--- config.mk ---
export PLATFORM = sky130hd
export DESIGN_NAME = seq_calculator
export DESIGN_NICKNAME = d
export VERILOG_FILES = /design/src/rtl/seq_calculator.sv
export SDC_FILE = /design/constraint.sdc
export NUM_CORES = 1
export LEC_CHECK = 0
export CAP_MARGIN = 20
export CELL_PAD_IN_SITES_DETAIL_PLACEMENT = 0
export CELL_PAD_IN_SITES_GLOBAL_PLACEMENT = 2
export CORE_MARGIN = 1
export CORE_UTILIZATION = 38
export DETAILED_ROUTE_END_ITERATION = 6
export PLACE_DENSITY = 0.88
export SLEW_MARGIN = 5
export SYNTH_ARGS = -nofsm -noshare
export SYNTH_HDL_FRONTEND = slang
export SYNTH_SLANG_ARGS = --single-unit
export TNS_END_PERCENT = 50
--- constraint.sdc ---
create_clock -name i_clk -period 4.8 [get_ports i_clk]
set_input_delay 0.96 -clock i_clk [delete_from_list [all_inputs] [get_ports i_clk]]
set_output_delay 0.96 -clock i_clk [all_outputs]
set_load 0.01 [all_outputs]
--- src/rtl/seq_calculator.sv ---
// seq_calculator: multi-cycle WIDTH-bit unsigned add/sub/mul/div unit.
// A start pulse in IDLE latches the operands. Add, sub and divide-by-zero
// finish in one cycle. Multiply (shift-add, LSB first) and divide
// (restoring, MSB first) take WIDTH iterations in CALC. Every result is
// followed by a one-cycle DONE state with o_done high.
module seq_calculator #(
  parameter int WIDTH = 8
) (
  input  logic                 i_clk,
  input  logic                 i_reset_n,
  input  logic                 i_start,
  input  logic [WIDTH-1:0]     i_a,
  input  logic [WIDTH-1:0]     i_b,
  input  logic [1:0]           i_selOperator,
  output logic                 o_busy,
  output logic                 o_done,
  output logic [2*WIDTH-1:0]   o_result,
  output logic                 o_divByZero
);

  localparam int CW = (WIDTH > 2) ? $clog2(WIDTH) : 1;

  localparam logic [1:0] S_IDLE = 2'd0;
  localparam logic [1:0] S_CALC = 2'd1;
  localparam logic [1:0] S_DONE = 2'd2;

  localparam logic [1:0] OP_ADD = 2'b00;
  localparam logic [1:0] OP_SUB = 2'b01;
  localparam logic [1:0] OP_MUL = 2'b10;
  localparam logic [1:0] OP_DIV = 2'b11;

  logic [1:0]         r_state;
  logic [1:0]         r_op;
  logic [CW-1:0]      r_count;

  // Multiply datapath: accumulator, left-shifting multiplicand, right-shifting multiplier
  logic [2*WIDTH-1:0] r_acc;
  logic [2*WIDTH-1:0] r_mcand;
  logic [WIDTH-1:0]   r_mplier;

  // Divide datapath: remainder, left-shifting dividend, divisor, quotient
  logic [WIDTH-1:0]   r_rem;
  logic [WIDTH-1:0]   r_dividend;
  logic [WIDTH-1:0]   r_divisor;
  logic [WIDTH-1:0]   r_quo;

  logic [WIDTH:0]     w_sum;
  logic [WIDTH:0]     w_diff;
  logic [2*WIDTH-1:0] w_accNext;
  logic [WIDTH:0]     w_shifted;
  logic               w_qBit;
  logic [WIDTH-1:0]   w_remNext;
  logic [WIDTH-1:0]   w_quoNext;

  // Add/sub use one extra bit so that the carry or borrow lands in bit WIDTH.
  assign w_sum  = {1'b0, i_a} + {1'b0, i_b};
  assign w_diff = {1'b0, i_a} - {1'b0, i_b};

  // Each iteration adds one partial product when the current multiplier LSB is set.
  assign w_accNext = r_mplier[0] ? (r_acc + r_mcand) : r_acc;

  // The partial remainder is WIDTH+1 bits wide while it is compared. After a
  // restoring subtract it is below the divisor again, so WIDTH bits can hold it.
  assign w_shifted = {r_rem, r_dividend[WIDTH-1]};
  assign w_qBit    = (w_shifted >= {1'b0, r_divisor});
  assign w_remNext = w_qBit ? WIDTH'(w_shifted - {1'b0, r_divisor})
                            : w_shifted[WIDTH-1:0];
  assign w_quoNext = {r_quo[WIDTH-2:0], w_qBit};

  assign o_busy = (r_state != S_IDLE);
  assign o_done = (r_state == S_DONE);

  // Control FSM and datapath registers. The result and flag are written only
  // on the transition into DONE.
  always_ff @(posedge i_clk) begin
    if (!i_reset_n) begin
      r_state     <= S_IDLE;
      r_op        <= OP_ADD;
      r_count     <= '0;
      r_acc       <= '0;
      r_mcand     <= '0;
      r_mplier    <= '0;
      r_rem       <= '0;
      r_dividend  <= '0;
      r_divisor   <= '0;
      r_quo       <= '0;
      o_result    <= '0;
      o_divByZero <= 1'b0;
    end else begin
      case (r_state)
        S_IDLE: begin
          if (i_start) begin
            r_op <= i_selOperator;
            case (i_selOperator)
              OP_ADD: begin
                o_result    <= {{(WIDTH-1){1'b0}}, w_sum};
                o_divByZero <= 1'b0;
                r_state     <= S_DONE;
              end
              OP_SUB: begin
                o_result    <= {{(WIDTH-1){1'b0}}, w_diff};
                o_divByZero <= 1'b0;
                r_state     <= S_DONE;
              end
              OP_MUL: begin
                r_acc    <= '0;
                r_mcand  <= {{WIDTH{1'b0}}, i_a};
                r_mplier <= i_b;
                r_count  <= CW'(WIDTH - 1);
                r_state  <= S_CALC;
              end
              default: begin
                if (i_b == '0) begin
                  o_result    <= '0;
                  o_divByZero <= 1'b1;
                  r_state     <= S_DONE;
                end else begin
                  r_rem      <= '0;
                  r_quo      <= '0;
                  r_dividend <= i_a;
                  r_divisor  <= i_b;
                  r_count    <= CW'(WIDTH - 1);
                  r_state    <= S_CALC;
                end
              end
            endcase
          end
        end
        S_CALC: begin
          if (r_op == OP_MUL) begin
            r_acc    <= w_accNext;
            r_mcand  <= r_mcand << 1;
            r_mplier <= r_mplier >> 1;
          end else begin
            r_rem      <= w_remNext;
            r_quo      <= w_quoNext;
            r_dividend <= r_dividend << 1;
          end
          if (r_count == '0) begin
            o_divByZero <= 1'b0;
            o_result    <= (r_op == OP_MUL) ? w_accNext : {w_remNext, w_quoNext};
            r_state     <= S_DONE;
          end else begin
            r_count <= r_count - CW'(1);
          end
        end
        S_DONE: begin
          r_state <= S_IDLE;
        end
        default: begin
          r_state <= S_IDLE;
        end
      endcase
    end
  end

endmodule

* After elaboration in Yosys (flattened, before gate mapping)
Cells that the tools add are included.
** Word-level totals
- Bits in registers :: 95
** Operators by class
- Add/sub/neg operators :: 5
- Order comparisons :: 1
- Equal/unequal tests :: 18
- Multiplexer cells :: 47
- Bitwise operators :: 2
- Reductions and logical operators :: 16
** Operators with widths (count)
- two-way mux 16 bit :: 11
- two-way mux 8 bit :: 12
- case mux 16 bit (2 select lines) :: 3
- case mux 16 bit (3 select lines) :: 1
- case mux 8 bit (2 select lines) :: 3
- AND reduction 5 bit :: 4
- != test 2 bit (second input constant) :: 9
- adder 16 bit :: 1
- case mux 7 bit (2 select lines) :: 1
- case mux 3 bit (2 select lines) :: 2
- adder 8 x 8 -> 9 bit :: 1
- >= comparator 9 x 8 -> 1 bit :: 1
- two-way mux 3 bit :: 3
- subtractor 8 x 8 -> 9 bit :: 1
- zero test 8 bit :: 1
- case mux 2 bit (2 select lines) :: 2
- AND reduction 4 bit :: 2
- subtractor 8 bit :: 1
- two-way mux 7 bit :: 1
- == test 2 bit (second input constant) :: 3
- two-way mux 2 bit :: 3
- == test 2 x 1 -> 1 bit (second input constant) :: 2
- zero test 2 bit :: 2
- != test 4 x 2 -> 1 bit (second input constant) :: 1
- 12 further kinds :: 18

* Logic depth before layout (Yosys ltp)
Gate-level depths: netlist (run 1).
- Depth in word-level cells :: 5
- Depth in mapped cells :: 13
- Gate-level depth less buffers :: 13

* Worst setup path after synthesis (run 1)
No wires, ideal clock.
- Path type :: input port to flip-flop
- From :: input i_selOperator[1]
- To :: register o_result[8]
- Setup time :: 0.126 ns
- Arrival :: 3.275 ns
- Slack :: 1.399 ns
- Stages :: 12
- Path buffers :: 2
- Cells stage by stage :: clkbuf_1 -> nor2b_1 -> clkbuf_1 -> mux2i_1 -> fa_1 -> a211oi_1 -> o21bai_1 -> a211o_1 -> a21oi_1 -> xnor2_1 -> a221oi_1 -> a21oi_1
** On the way
- Longest elaborated chain between the ends :: 4
- Elaborated cells on any way between the ends :: 9
** RTL lines
- start, declared :: line 14 : input logic [1:0] i_selOperator,
- == test 2 bit (tied with other cells) :: line 94 : case (i_selOperator)
- case mux 16 bit (3 select lines) :: line 94
- two-way mux 16 bit :: line 92 : if (i_start) begin
- case mux 16 bit (2 select lines) :: line 90 : case (r_state)
- end signal, assigned :: line 96 : o_result <= {{(WIDTH-1){1'b0}}, w_sum};
- end signal, assigned :: line 101 : o_result <= {{(WIDTH-1){1'b0}}, w_diff};
- end signal, assigned :: line 141 : o_result <= (r_op == OP_MUL) ? w_accNext : {w_remNext, w_quoNext};
- end, declared :: line 17 : output logic [2*WIDTH-1:0] o_result,
Parallel ways exist; a longest one is shown, timed or not. The select of a mux whose other input is x is not followed.
A chain may end at the register's enable or synchronous reset.

* Final worst setup path (run 1)
- From :: input i_selOperator[0]
- To :: register o_result[8]
The elaborated chain is that of the path after synthesis.

==> results of run 1 <==
placed cells by master, fill, tap and decap left out, types with 3 or more instances in the layout:
cell	Yosys	final
o211ai_1	5	5
inv_1	25	24
nor2b_1	9	8
and2_1	7	7
a22oi_1	20	20
o21a_1	11	11
fa_1	3	3
dfxtp_1	95	95
clkdlybuf4s50_1	0	39
inv_6	0	3
ha_1	34	34
o21bai_1	4	4
a211oi_1	11	11
mux2i_1	19	19
a31oi_1	8	8
o31a_1	3	3
a222oi_1	4	4
or2_2	4	4
xnor2_1	21	21
a221oi_1	4	4
nor3b_1	5	4
a311oi_1	15	15
nor3_1	12	12
xor2_1	7	7
nand2b_1	4	4
buf_4	3	13
a21o_1	7	7
clkbuf_16	0	9
a21oi_1	53	53
nor2_1	100	100
nand2_1	68	68
o21ai_0	24	24
o21ai_1	7	7
nand3_1	18	18
final cells by class:
type,instances,area share
Multi-Input combinational cell,533,0.531
Clock inverter,7,0.0129
Tap cell,184,0.0355
Timing Repair Buffer,53,0.0784
Inverter,25,0.0145
Clock buffer,9,0.0347
Sequential cell,95,0.293
kinds of logic (layout without fill, tap and decap cells):
kind of cell               count (synthesis)  count (layout)
adders and majority gates                 37              37
and+or+nand+nor                          247             247
AOI/OAI and AO/OA                        200             200
buffers and inverters                     66              94
xor gates and xnor gates                  28              28
DFF                                       95              95
muxes                                     21              21
synthesized netlist by cell type, drive strengths merged (8+ instances only):
master / n
a211oi: 13
a311oi: 15
nand3: 18
buf: 11
nor2b: 9
ha: 34
xnor2: 21
a21oi: 54
nor3: 13
nand2: 69
clkbuf: 30
nor2: 101
a31oi: 8
o21a: 11
o21ai: 32
inv: 25
mux2i: 19
dfxtp: 95
a22oi: 20
report_power, final:
part / switching (mW) / internal (mW)
Clock: 0.350 / 0.415
Combinational: 0.252 / 0.176
Sequential: 0.0268 / 0.825
routing by layer:
layer / up-vias / share of wire / GRT usage
met4: 0 / 0.017 / 0.0700
met3: 20 / 0.041 / 0.0540
li1: 2546 / - / -
met1: 2486 / 0.46 / 0.304
met5: - / 0 / 0
met2: 102 / 0.48 / 0.390
state kept, by name (all words and copies together), names as in the netlist:
register / flops
o_result: 16
r_acc: 16
r_mcand: 16
r_dividend: 8
r_divisor: 8
r_mplier: 8
r_rem: 8
r_quo: 7
r_count: 3
r_op: 2
r_state: 2
o_divByZero: 1
metrics by stage:
stage | cells | worst slack [ns] | util
CTS | 906 | 1.05 | 0.448
global route | 906 | 0.812 | 0.448
detailed placement | 890 | 0.681 | 0.426
finish | 906 | 1.00 | 0.448
global placement | 890 | 0.749 | 0.426
floorplan | 694 | 1.40 | -
worst reg2reg max path: stages (launching register included):
cell	delay (ns)
dfxtp_1	0.38
inv_1	0.06
ha_1	0.33
a21o_1	0.21
a21oi_1	0.26
a211oi_2	0.16
nor2_4	0.30
mux2i_1	0.58
a2111oi_1	0.19
a32o_1	0.23
worst max-delay path by stage:
stage,startpoint,endpoint,slack (ns),cells after the start
after global routing,i_selOperator[0],o_result[8],0.81,12
after CTS,i_selOperator[0],o_result[8],1.05,12
after floorplan,i_selOperator[1],o_result[8],1.40,12
after detailed placement,i_selOperator[0],o_result[8],0.68,12
final,i_selOperator[0],o_result[8],1.00,12
after global placement,i_selOperator[0],o_result[8],0.75,12
==> results.json, run 1 <==
{
  "pin_count": 40,
  "yosysSeqAreaShare": 0.339,
  "hold_viol_final": 0,
  "start_kind": "input pin",
  "status": "complete, no violations",
  "io_buffers": 39,
  "cts_made_buffers": 9,
  "multi_input_area_um2": 3440,
  "hpwl_mm": 12.5,
  "whs_ns": 0.462,
  "vias": 5154,
  "clk_latency_ns": 0.36,
  "synth_fa_ha_area_frac": 0.0866,
  "hold_path_depth": 2,
  "clkTransAtPathRegs_ns": 0.07,
  "synth_edf_count": 0,
  "drcViolationCount": 0,
  "rsz0062_at_grt": "false",
  "cp_top_family": "compound AO/OA/AOI/OAI gates",
  "critical_path.max_fanout": 6,
  "drtIter0Drc": 368,
  "slowest_delay_ns": 0.56,
  "routedWlPerCell_um": 18.7,
  "syn_to_final_growth_pct": 15.6,
  "yosysTopAreaCell": "dfxtp_1",
  "grt_use_total": 0.236,
  "fin_area_um2": 6480,
  "synth_area_leaders": "dfxtp_1 (34%), ha_1 (7.6%), nor2_1 (6.7%)",
  "reg2reg_slack_ns": 2.00,
  "required_ns": 5.03,
  "r2r-end": "o_result[9]",
  "vias_per_cell": 5.69,
  "grt_pass1_vias": 4855,
  "finalClockSkew_ns": 0.00897,
  "yosysWarnings": 0,
  "fmax_ghz": 0.263,
  "row_count": 44,
  "gp_congestion": 0.857,
  "synth-simple-area-share": 0.200,
  "synthMuxAreaShare": 0.0379,
  "nets": 775,
  "crit_top_cell": "a21oi_1",
  "post-cts-setup-buffers": 0,
  "async_flop_share": 0,
  "setup_viol": 0,
  "power_mw": 2.04,
  "grt_max_degree": 41,
  "synth_xor_area_frac": 0.0437,
  "cts_tree": "built",
  "period_share": 0.791,
  "synth_top_family_by_area": "compound AO/OA/AOI/OAI gates",
  "grt_pass1_wl_mm": 26.9,
  "avgSynthCellArea_um2": 8.08,
  "start_util": 0.387,
  "ys_seq_elements": 95,
  "root_buffer": "clkbuf_16",
  "synth-compound-area-share": 0.243,
  "cts.sink_count": 95,
  "path_class": "input pin to register",
  "syn-instance-count": 694,
  "hold_class": "register to register",
  "setup_tns_ns": 0,
  "drv_cap": 0,
  "period_needed_ns": 3.80,
  "ant_nets": 0,
  "tightestPinTransition_ns": 0.983,
  "netlist.area_leader.share": 0.339,
  "h-tree-depth": 3,
  "regArea_um2": 1900,
  "worstSetupEndpointType": "register",
  "crit_slowest_cell": "clkdlybuf4s50_1",
  "min_from": "r_quo[6]",
  "relSlewSlack": 0.345,
  "dieArea_um2": 15200,
  "ir_worst_vdd_mv": 0.165,
  "power.leakage_nw": 2.38,
  "place_area_um2": 6170,
  "ys_types": 72,
  "antenna_found_initial": 0,
  "num-fill-cells": 1451,
  "die_w_um": 123,
  "ctsHoldBuffers": 0,
  "drt_wl_total_mm": 16.9,
  "drive_above_1_share": 0.0679,
  "reg2reg_from": "r_divisor[3]",
  "ys.flop_type": "dfxtp_1",
  "critPathBufInv": 2,
  "cts_max_path_buffers": 2,
  "firstDrtPassIters": 5,
  "reg2reg_depth": 9,
  "core_area_um2": 14500,
  "p_per_area_nw_per_um2": 315,
  "holdPathEnd": "r_quo[6]",
  "synth_area_um2": 5610,
  "syn_nets": 752,
  "critPathArrivalTime_ns": 4.03,
  "grt_overflow": 0,
  "slew_violations": 0,
  "num_antenna_cells": 0,
  "cts_resized": 0,
  "fp.dieH_um": 123,
  "path_cells": "clkdlybuf4s50_1 -> nor2b_1 -> buf_4 -> mux2i_1 -> fa_1 -> a211oi_1 -> o21bai_1 -> a211o_1 -> a21oi_1 -> xnor2_1 -> a221oi_1 -> a21oi_1"
}
(Power assumes the default switching activity.)
==> run 2, diff against run 1 <==
CORE_UTILIZATION = 36   (was 38)
PLACE_DENSITY = 0.84   (was 0.88)
clock period = 3.7 ns   (was 4.8 ns; I/O delays follow)
==> results.json, run 2 (same netlist as run 1, synthesis figures left out) <==
{
  "status": "complete, no violations",
  "slew_violations": 0,
  "slowest_delay_ns": 0.47,
  "cts_made_buffers": 9,
  "final_common_cell": "nor2_1",
  "p_int_mw": 1.97,
  "fin_area_um2": 6620,
  "grt_max_degree": 46,
  "cts_tree": "built",
  "io_buffers": 39,
  "cts_resized": 0,
  "firstDrtPassIters": 6,
  "required_ns": 3.92,
  "power.leakage_nw": 2.47,
  "setup_viol": 0,
  "relSlewSlack": 0.346,
  "critPathBufInv": 2,
  "h-tree-depth": 3,
  "syn_to_final_growth_pct": 18.1,
  "drt_wl_total_mm": 17.0,
  "crit_slowest_cell": "clkdlybuf4s50_1",
  "dieArea_um2": 16100,
  "antenna_found_initial": 0,
  "hpwl_mm": 12.7,
  "period_share": 0.927,
  "largestRegisters": "o_result x16, r_acc x16, r_mcand x16",
  "final_cell_mix": "nor2_1 (100), dfxtp_1 (95), nand2_1 (68)",
  "path_class": "input pin to register",
  "power_mw": 2.74,
  "clk_latency_ns": 0.35,
  "grt_pass1_wl_mm": 26.4,
  "cts_max_path_buffers": 2,
  "start_util": 0.369,
  "p_clk_frac": 0.389,
  "post-cts-setup-buffers": 0,
  "finalClockSkew_ns": 0.00895,
  "seqPwrFrac": 0.404,
  "drcViolationCount": 0,
  "fmax_ghz": 0.292,
  "core_area_um2": 15200,
  "routedWlPerCell_um": 18.4,
  "vias_per_cell": 5.61,
  "hold_class": "register to register",
  "hold_viol_final": 0,
  "grt_overflow": 0,
  "worstSetupEndpointType": "register",
  "drive_above_1_share": 0.0816,
  "drv_cap": 0,
  "num_antenna_cells": 0,
  "tightestPinTransition_ns": 0.981,
  "root_buffer": "clkbuf_16",
  "ir_worst_vdd_mv": 0.346,
  "switchingPower_mw": 0.765,
  "clkTransAtPathRegs_ns": 0.07,
  "rsz0062_at_grt": "false",
  "ctsHoldBuffers": 0,
  "critPathArrivalTime_ns": 3.65,
  "grt_pass1_vias": 4791,
  "nets": 789,
  "gp_congestion": 0.880,
  "critical_path.max_fanout": 7,
  "row_count": 45,
  "cp_top_family": "compound AO/OA/AOI/OAI gates",
  "pin_count": 40,
  "p_comb_frac": 0.207,
  "p_per_area_nw_per_um2": 414,
  "place_area_um2": 6300,
  "die_w_um": 127,
  "start_kind": "input pin",
  "vias": 5179,
  "fp.dieH_um": 127,
  "path_cells": "clkdlybuf4s50_1 -> nor2b_1 -> buf_4 -> nor2_1 -> xnor2_1 -> ha_1 -> a211oi_1 -> o21bai_1 -> a211o_1 -> a21oi_1 -> xnor2_1 -> a221oi_1 -> a21oi_1",
  "period_needed_ns": 3.43,
  "cts.sink_count": 95,
  "drtIter0Drc": 413,
  "ant_nets": 0,
  "p_sw_frac": 0.279,
  "grt_use_total": 0.216
}
run 2: cell count changes in the layout (fill, tap and decap cells not counted):
cell	change
inv_8	-1
buf_4	+13
clkbuf_1	+2
clkinvlp_4	-1
buf_12	+1
inv_6	-3
bufinv_16	+2
clkinv_2	+1
clkinv_4	-1
run 2: power by group through the flow:
stage                     Combinational (mW)  Sequential, mW  Clock (mW)
after floorplan                        0.360            1.12           0
after global placement                 0.561            1.13           0
after detailed placement               0.567            1.13           0
after CTS                              0.570            1.11        1.09
after global routing                   0.621            1.11        1.13
final                                  0.567            1.11        1.07
run 2: per-layer routing:
layer	part of all wire	global-route usage
met3	0.053	0.0392
met4	0.018	0.0742
met2	0.47	0.350
met1	0.46	0.287
met5	0	0
run 2: stage by stage:
step                      hold WS (ns)  std cells  TNS (ns)  utilization  setup slack [ns]
after floorplan                  0.432        694         0            -             0.519
after global placement           0.443        908         0        0.414            0.0865
after detailed placement         0.448        908   -0.0903        0.414           -0.0903
after CTS                        0.458        923         0        0.436             0.263
after global routing             0.479        923         0        0.436            0.0207
final                            0.458        923         0        0.436             0.271
run 2: area by class of cell:
cell class / instances / area (um^2)
clock inverters: 4 / 95.1
inverters: 25 / 93.8
flip-flops and latches: 95 / 1900
clock buffers: 11 / 233
repair buffers: 67 / 626
well taps: 188 / 235
fillers: 1524 / 8580
multi-input cells: 533 / 3440
run 2: tightest hold or removal path, stage by stage (launching register included):
cell and delay, ns:
dfxtp_1 0.31, nand2_1 0.05, a21oi_1 0.05
run 2: worst paths after layout:
| path | startpoint | endpoint | slack (ns) | cells past startpoint |
|---|---|---|---|---|
| max | i_selOperator[0] | o_result[8] | 0.27 | 13 |
| min | o_divByZero | o_divByZero | 0.46 | 2 |
| max reg2reg | r_mcand[0] | o_result[12] | 0.93 | 9 |
| min reg2reg | o_divByZero | o_divByZero | 0.46 | 2 |
==> run 3, diff against run 2 <==
SKIP_CTS_REPAIR_TIMING = 1   (was not set)
clock period = 3.55 ns   (was 3.7 ns; I/O delays follow)
==> results.json, run 3 (same netlist as run 1, synthesis figures left out) <==
{
  "status": "complete, no violations",
  "cts_tree": "built",
  "start_util": 0.369,
  "seqPwrFrac": 0.398,
  "path_cells": "clkdlybuf4s50_1 -> nor2b_1 -> buf_4 -> nor2_1 -> xnor2_1 -> ha_1 -> a211oi_1 -> o21bai_1 -> a211o_1 -> a21oi_1 -> xnor2_1 -> a221oi_1 -> a21oi_1",
  "syn_to_final_growth_pct": 19.8,
  "reg2reg_slack_ns": 0.77,
  "routedWlPerCell_um": 18.6,
  "nets": 799,
  "ir_worst_vdd_mv": 0.359,
  "cts_max_path_buffers": 2,
  "hold_viol_final": 0,
  "gp_congestion": 0.872,
  "vias_per_cell": 5.62,
  "h-tree-depth": 3,
  "start_kind": "input pin",
  "rsz0062_at_grt": "false",
  "crit_slowest_cell": "clkdlybuf4s50_1",
  "dieArea_um2": 16100,
  "period_share": 0.922,
  "power.leakage_nw": 2.52,
  "final_common_cell": "nor2_1",
  "drv_cap": 0,
  "grt_overflow": 0,
  "finalClockSkew_ns": 0.00742,
  "routed.top_layer": "met4",
  "path_class": "input pin to register",
  "period_needed_ns": 3.27,
  "critical_path.max_fanout": 7,
  "whs_ns": 0.457,
  "grt_max_degree": 41,
  "p_sw_frac": 0.280,
  "row_count": 45,
  "fin_cells": 934,
  "worstSetupEndpointType": "register",
  "clk_latency_ns": 0.35,
  "fmax_ghz": 0.306,
  "antenna_found_initial": 0,
  "pin_count": 40,
  "firstDrtPassIters": 6,
  "cts_made_buffers": 9,
  "drive_above_1_share": 0.0979,
  "largestRegisters": "o_result x16, r_acc x16, r_mcand x16",
  "cp_top_family": "compound AO/OA/AOI/OAI gates",
  "hold_class": "register to register",
  "met1_length_mm": 8.35,
  "wl_met2_mm": 8.07,
  "p_per_area_nw_per_um2": 432,
  "grt_pass1_wl_mm": 27.7,
  "drt_wl_total_mm": 17.4,
  "switchingPower_mw": 0.812,
  "p_clk_frac": 0.394,
  "required_ns": 3.78,
  "critPathArrivalTime_ns": 3.50,
  "dp_cells": 918,
  "p_int_mw": 2.09,
  "tightestPinTransition_ns": 0.772,
  "wl_met3_um": 680,
  "ant_nets": 0,
  "fin_util": 0.442,
  "vias": 5253,
  "setup_tns_ns": 0,
  "root_buffer": "clkbuf_16",
  "slew_violations": 0,
  "setup_viol": 0,
  "io_buffers": 39,
  "clkTransAtPathRegs_ns": 0.07,
  "fp.dieH_um": 127,
  "num_antenna_cells": 0,
  "core_area_um2": 15200,
  "p_comb_frac": 0.208,
  "drcViolationCount": 0,
  "grt_use_total": 0.226,
  "drtIter0Drc": 358,
  "slowest_delay_ns": 0.47,
  "grt_pass1_vias": 4984,
  "critPathBufInv": 2,
  "relSlewSlack": 0.485,
  "die_w_um": 127,
  "cts.sink_count": 95,
  "num-fill-cells": 1524,
  "hpwl_mm": 13.1,
  "final_cell_mix": "nor2_1 (100), dfxtp_1 (95), nand2_1 (68)"
}
## run 3: worst paths after layout
check / cells past startpoint / to / startpoint
setup / recovery: 13 / o_result[8] / i_selOperator[0]
hold / removal: 2 / r_dividend[0] / r_dividend[0]
setup reg to reg: 9 / o_result[12] / r_mcand[0]
hold reg to reg: 2 / r_dividend[0] / r_dividend[0]
## run 3: per-stage QoR
stage	area, um^2	power, mW	worst slack (ns)
6_report	6720	2.90	0.278
2_1_floorplan	5610	1.55	0.399
3_3_place_gp	6370	1.77	-0.0186
5_1_grt	6720	3.04	0.136
3_5_place_dp	6370	1.78	-0.0675
4_1_cts	6720	2.94	0.292
## run 3: layer usage
metal,up-vias,GRT usage
met5,-,0
met4,0,0.0658
met3,15,0.0354
met2,104,0.366
met1,2551,0.308
li1,2583,-
## run 3: final cells by class
type / count / area [um^2] / share of cell area
inverters: 25 / 93.8 / 0.0140
well taps: 188 / 235 / 0.0350
clock buffers: 10 / 239 / 0.0356
clock inverters: 6 / 108 / 0.0160
multi-input cells: 533 / 3440 / 0.512
repair buffers: 77 / 701 / 0.104
flip-flops and latches: 95 / 1900 / 0.283
## run 3: worst min-delay path: cells and delay by family, from the launching register on
| kind | cells | cell delay (ns) |
|---|---|---|
| compound gates | 1 | 0.05 |
| flops | 1 | 0.31 |
| simple gates | 1 | 0.05 |
## run 3: power groups by stage
stage	Combinational [mW]	Clock, mW	Sequential [mW]
after floorplan	0.375	0	1.17
after detailed placement	0.602	0	1.18
after global routing	0.659	1.22	1.16
after global placement	0.594	0	1.18
after CTS	0.606	1.18	1.16
final	0.603	1.14	1.16
==> RTL change (config.mk and constraints of run 3) <==
Change the parameter `WIDTH` from 8 to 4.
--- a/src/rtl/seq_calculator.sv
+++ b/src/rtl/seq_calculator.sv
@@ -4,7 +4,7 @@
 // (restoring, MSB first) take WIDTH iterations in CALC. Every result is
 // followed by a one-cycle DONE state with o_done high.
 module seq_calculator #(
-  parameter int WIDTH = 8
+  parameter int WIDTH = 4
 ) (
   input  logic                 i_clk,
   input  logic                 i_reset_n,
Interface: changed (resized i_a, i_b and o_result); port bits go from 40 to 24. No check against the original RTL was run, so the function may have changed too.
==> RTL change against run 3 <==
  * Die area fell by 46%
  * Sequential cell count fell by 45
  * Wire length fell by 57%
  * Worst setup slack improved by 0.51 ns
  * Design area fell by 49%
  * First-iteration DRC count fell by 77%
  * Power fell by 55%
  * Hold slack barely moved
  * Sequential power fell by 47%
  * Synthesized area fell by 47%
==> RTL change: results (changes against run 3) <==
<table>
<tr><th>Metric</th><th>Value</th></tr>
<tr><th colspan="2">Placed design</th></tr>
<tr><td>Input/output buffers</td><td>23 (was 39)</td></tr>
<tr><th colspan="2">Yosys</th></tr>
<tr><td>Net count of the mapped netlist</td><td>387 (was 752)</td></tr>
<tr><td>Post-synthesis xor/xnor area fraction</td><td>2.637% (was 4.373%)</td></tr>
<tr><td>Mux share of post-synthesis cell area</td><td>3.432% (was 3.793%)</td></tr>
<tr><td>Post-synthesis sequential area ratio</td><td>33.49% (was 33.91%)</td></tr>
<tr><th colspan="2">Setup path</th></tr>
<tr><td>Capturing instance or port of the critical path</td><td>o_result[4] (was o_result[8])</td></tr>
<tr><td>Logic depth of the worst register-to-register path</td><td>8 (was 9)</td></tr>
<tr><td>Gate family responsible for the most delay along the worst path</td><td>adder cells (was compound AO/OA/AOI/OAI gates)</td></tr>
<tr><th colspan="2">Final layout</th></tr>
<tr><td>Comb_multi_in</td><td>269 (was 533)</td></tr>
<tr><td>Nets</td><td>405 (was 799)</td></tr>
<tr><td>Clock tree cell share of total cell area</td><td>3.215% (was 5.159%)</td></tr>
<tr><td>Repair and plain buffers</td><td>29 (was 77)</td></tr>
<tr><td>Invs w/o clock</td><td>17 (was 25)</td></tr>
<tr><th colspan="2">Power and ir drop</th></tr>
<tr><td>Overall power after layout</td><td>1.297 mW (was 2.901 mW)</td></tr>
<tr><th colspan="2">Outcome</th></tr>
<tr><td>Status</td><td>finished, final reports clean (unchanged)</td></tr>
<tr><th colspan="2">Timing</th></tr>
<tr><td>Worst clock skew</td><td>0.01130 ns (was 0.007417 ns)</td></tr>
<tr><td>Final worst hold slack</td><td>0.4572 ns (about the same)</td></tr>
<tr><th colspan="2">Route</th></tr>
<tr><td>Total number of vias</td><td>2530 (was 5253)</td></tr>
<tr><th colspan="2">CTS</th></tr>
<tr><td>Depth of the CTS H-tree</td><td>2 (was 3)</td></tr>
<tr><td>Clock network latency to the later pin of the worst-skew pair</td><td>0.31 ns (was 0.35 ns)</td></tr>
<tr><th colspan="2">Global routing</th></tr>
<tr><td>Overall global routing resource usage</td><td>17.97% (was 22.56%)</td></tr>
<tr><td>Met2 GRT Util</td><td>28.43% (was 36.62%)</td></tr>
<tr><td>Maximum number of pins on one net before global-route repair</td><td>29 (was 41)</td></tr>
<tr><td>Via count of the first global-routing pass</td><td>2415 (was 4984)</td></tr>
<tr><th colspan="2">Floorplan</th></tr>
<tr><td>Width of the die</td><td>93.12 um (was 126.8 um)</td></tr>
</table>
## RTL change: changes by cell type after synthesis, moves of 14 or more
| cell | before | now |
|---|---|---|
| sky130_fd_sc_hd__nor2_1 | 100 | 11 |
| sky130_fd_sc_hd__dfxtp_1 | 95 | 50 |
| sky130_fd_sc_hd__a21oi_1 | 53 | 16 |
| sky130_fd_sc_hd__clkbuf_1 | 30 | 6 |
| sky130_fd_sc_hd__nand2_1 | 68 | 49 |
| sky130_fd_sc_hd__ha_1 | 34 | 17 |
| sky130_fd_sc_hd__a311oi_1 | 15 | 0 |
| sky130_fd_sc_hd__xnor2_1 | 21 | 6 |
| sky130_fd_sc_hd__a21boi_1 | 1 | 15 |
| sky130_fd_sc_hd__mux2i_1 | 19 | 5 |
## RTL change: layer usage
| layer | up-vias | wire length, um |
|---|---|---|
| li1 | 1295 | - |
| met1 | 1188 | 3713 |
| met2 | 40 | 3354 |
| met3 | 7 | 245 |
| met4 | 0 | 91 |
| met5 | - | 0 |
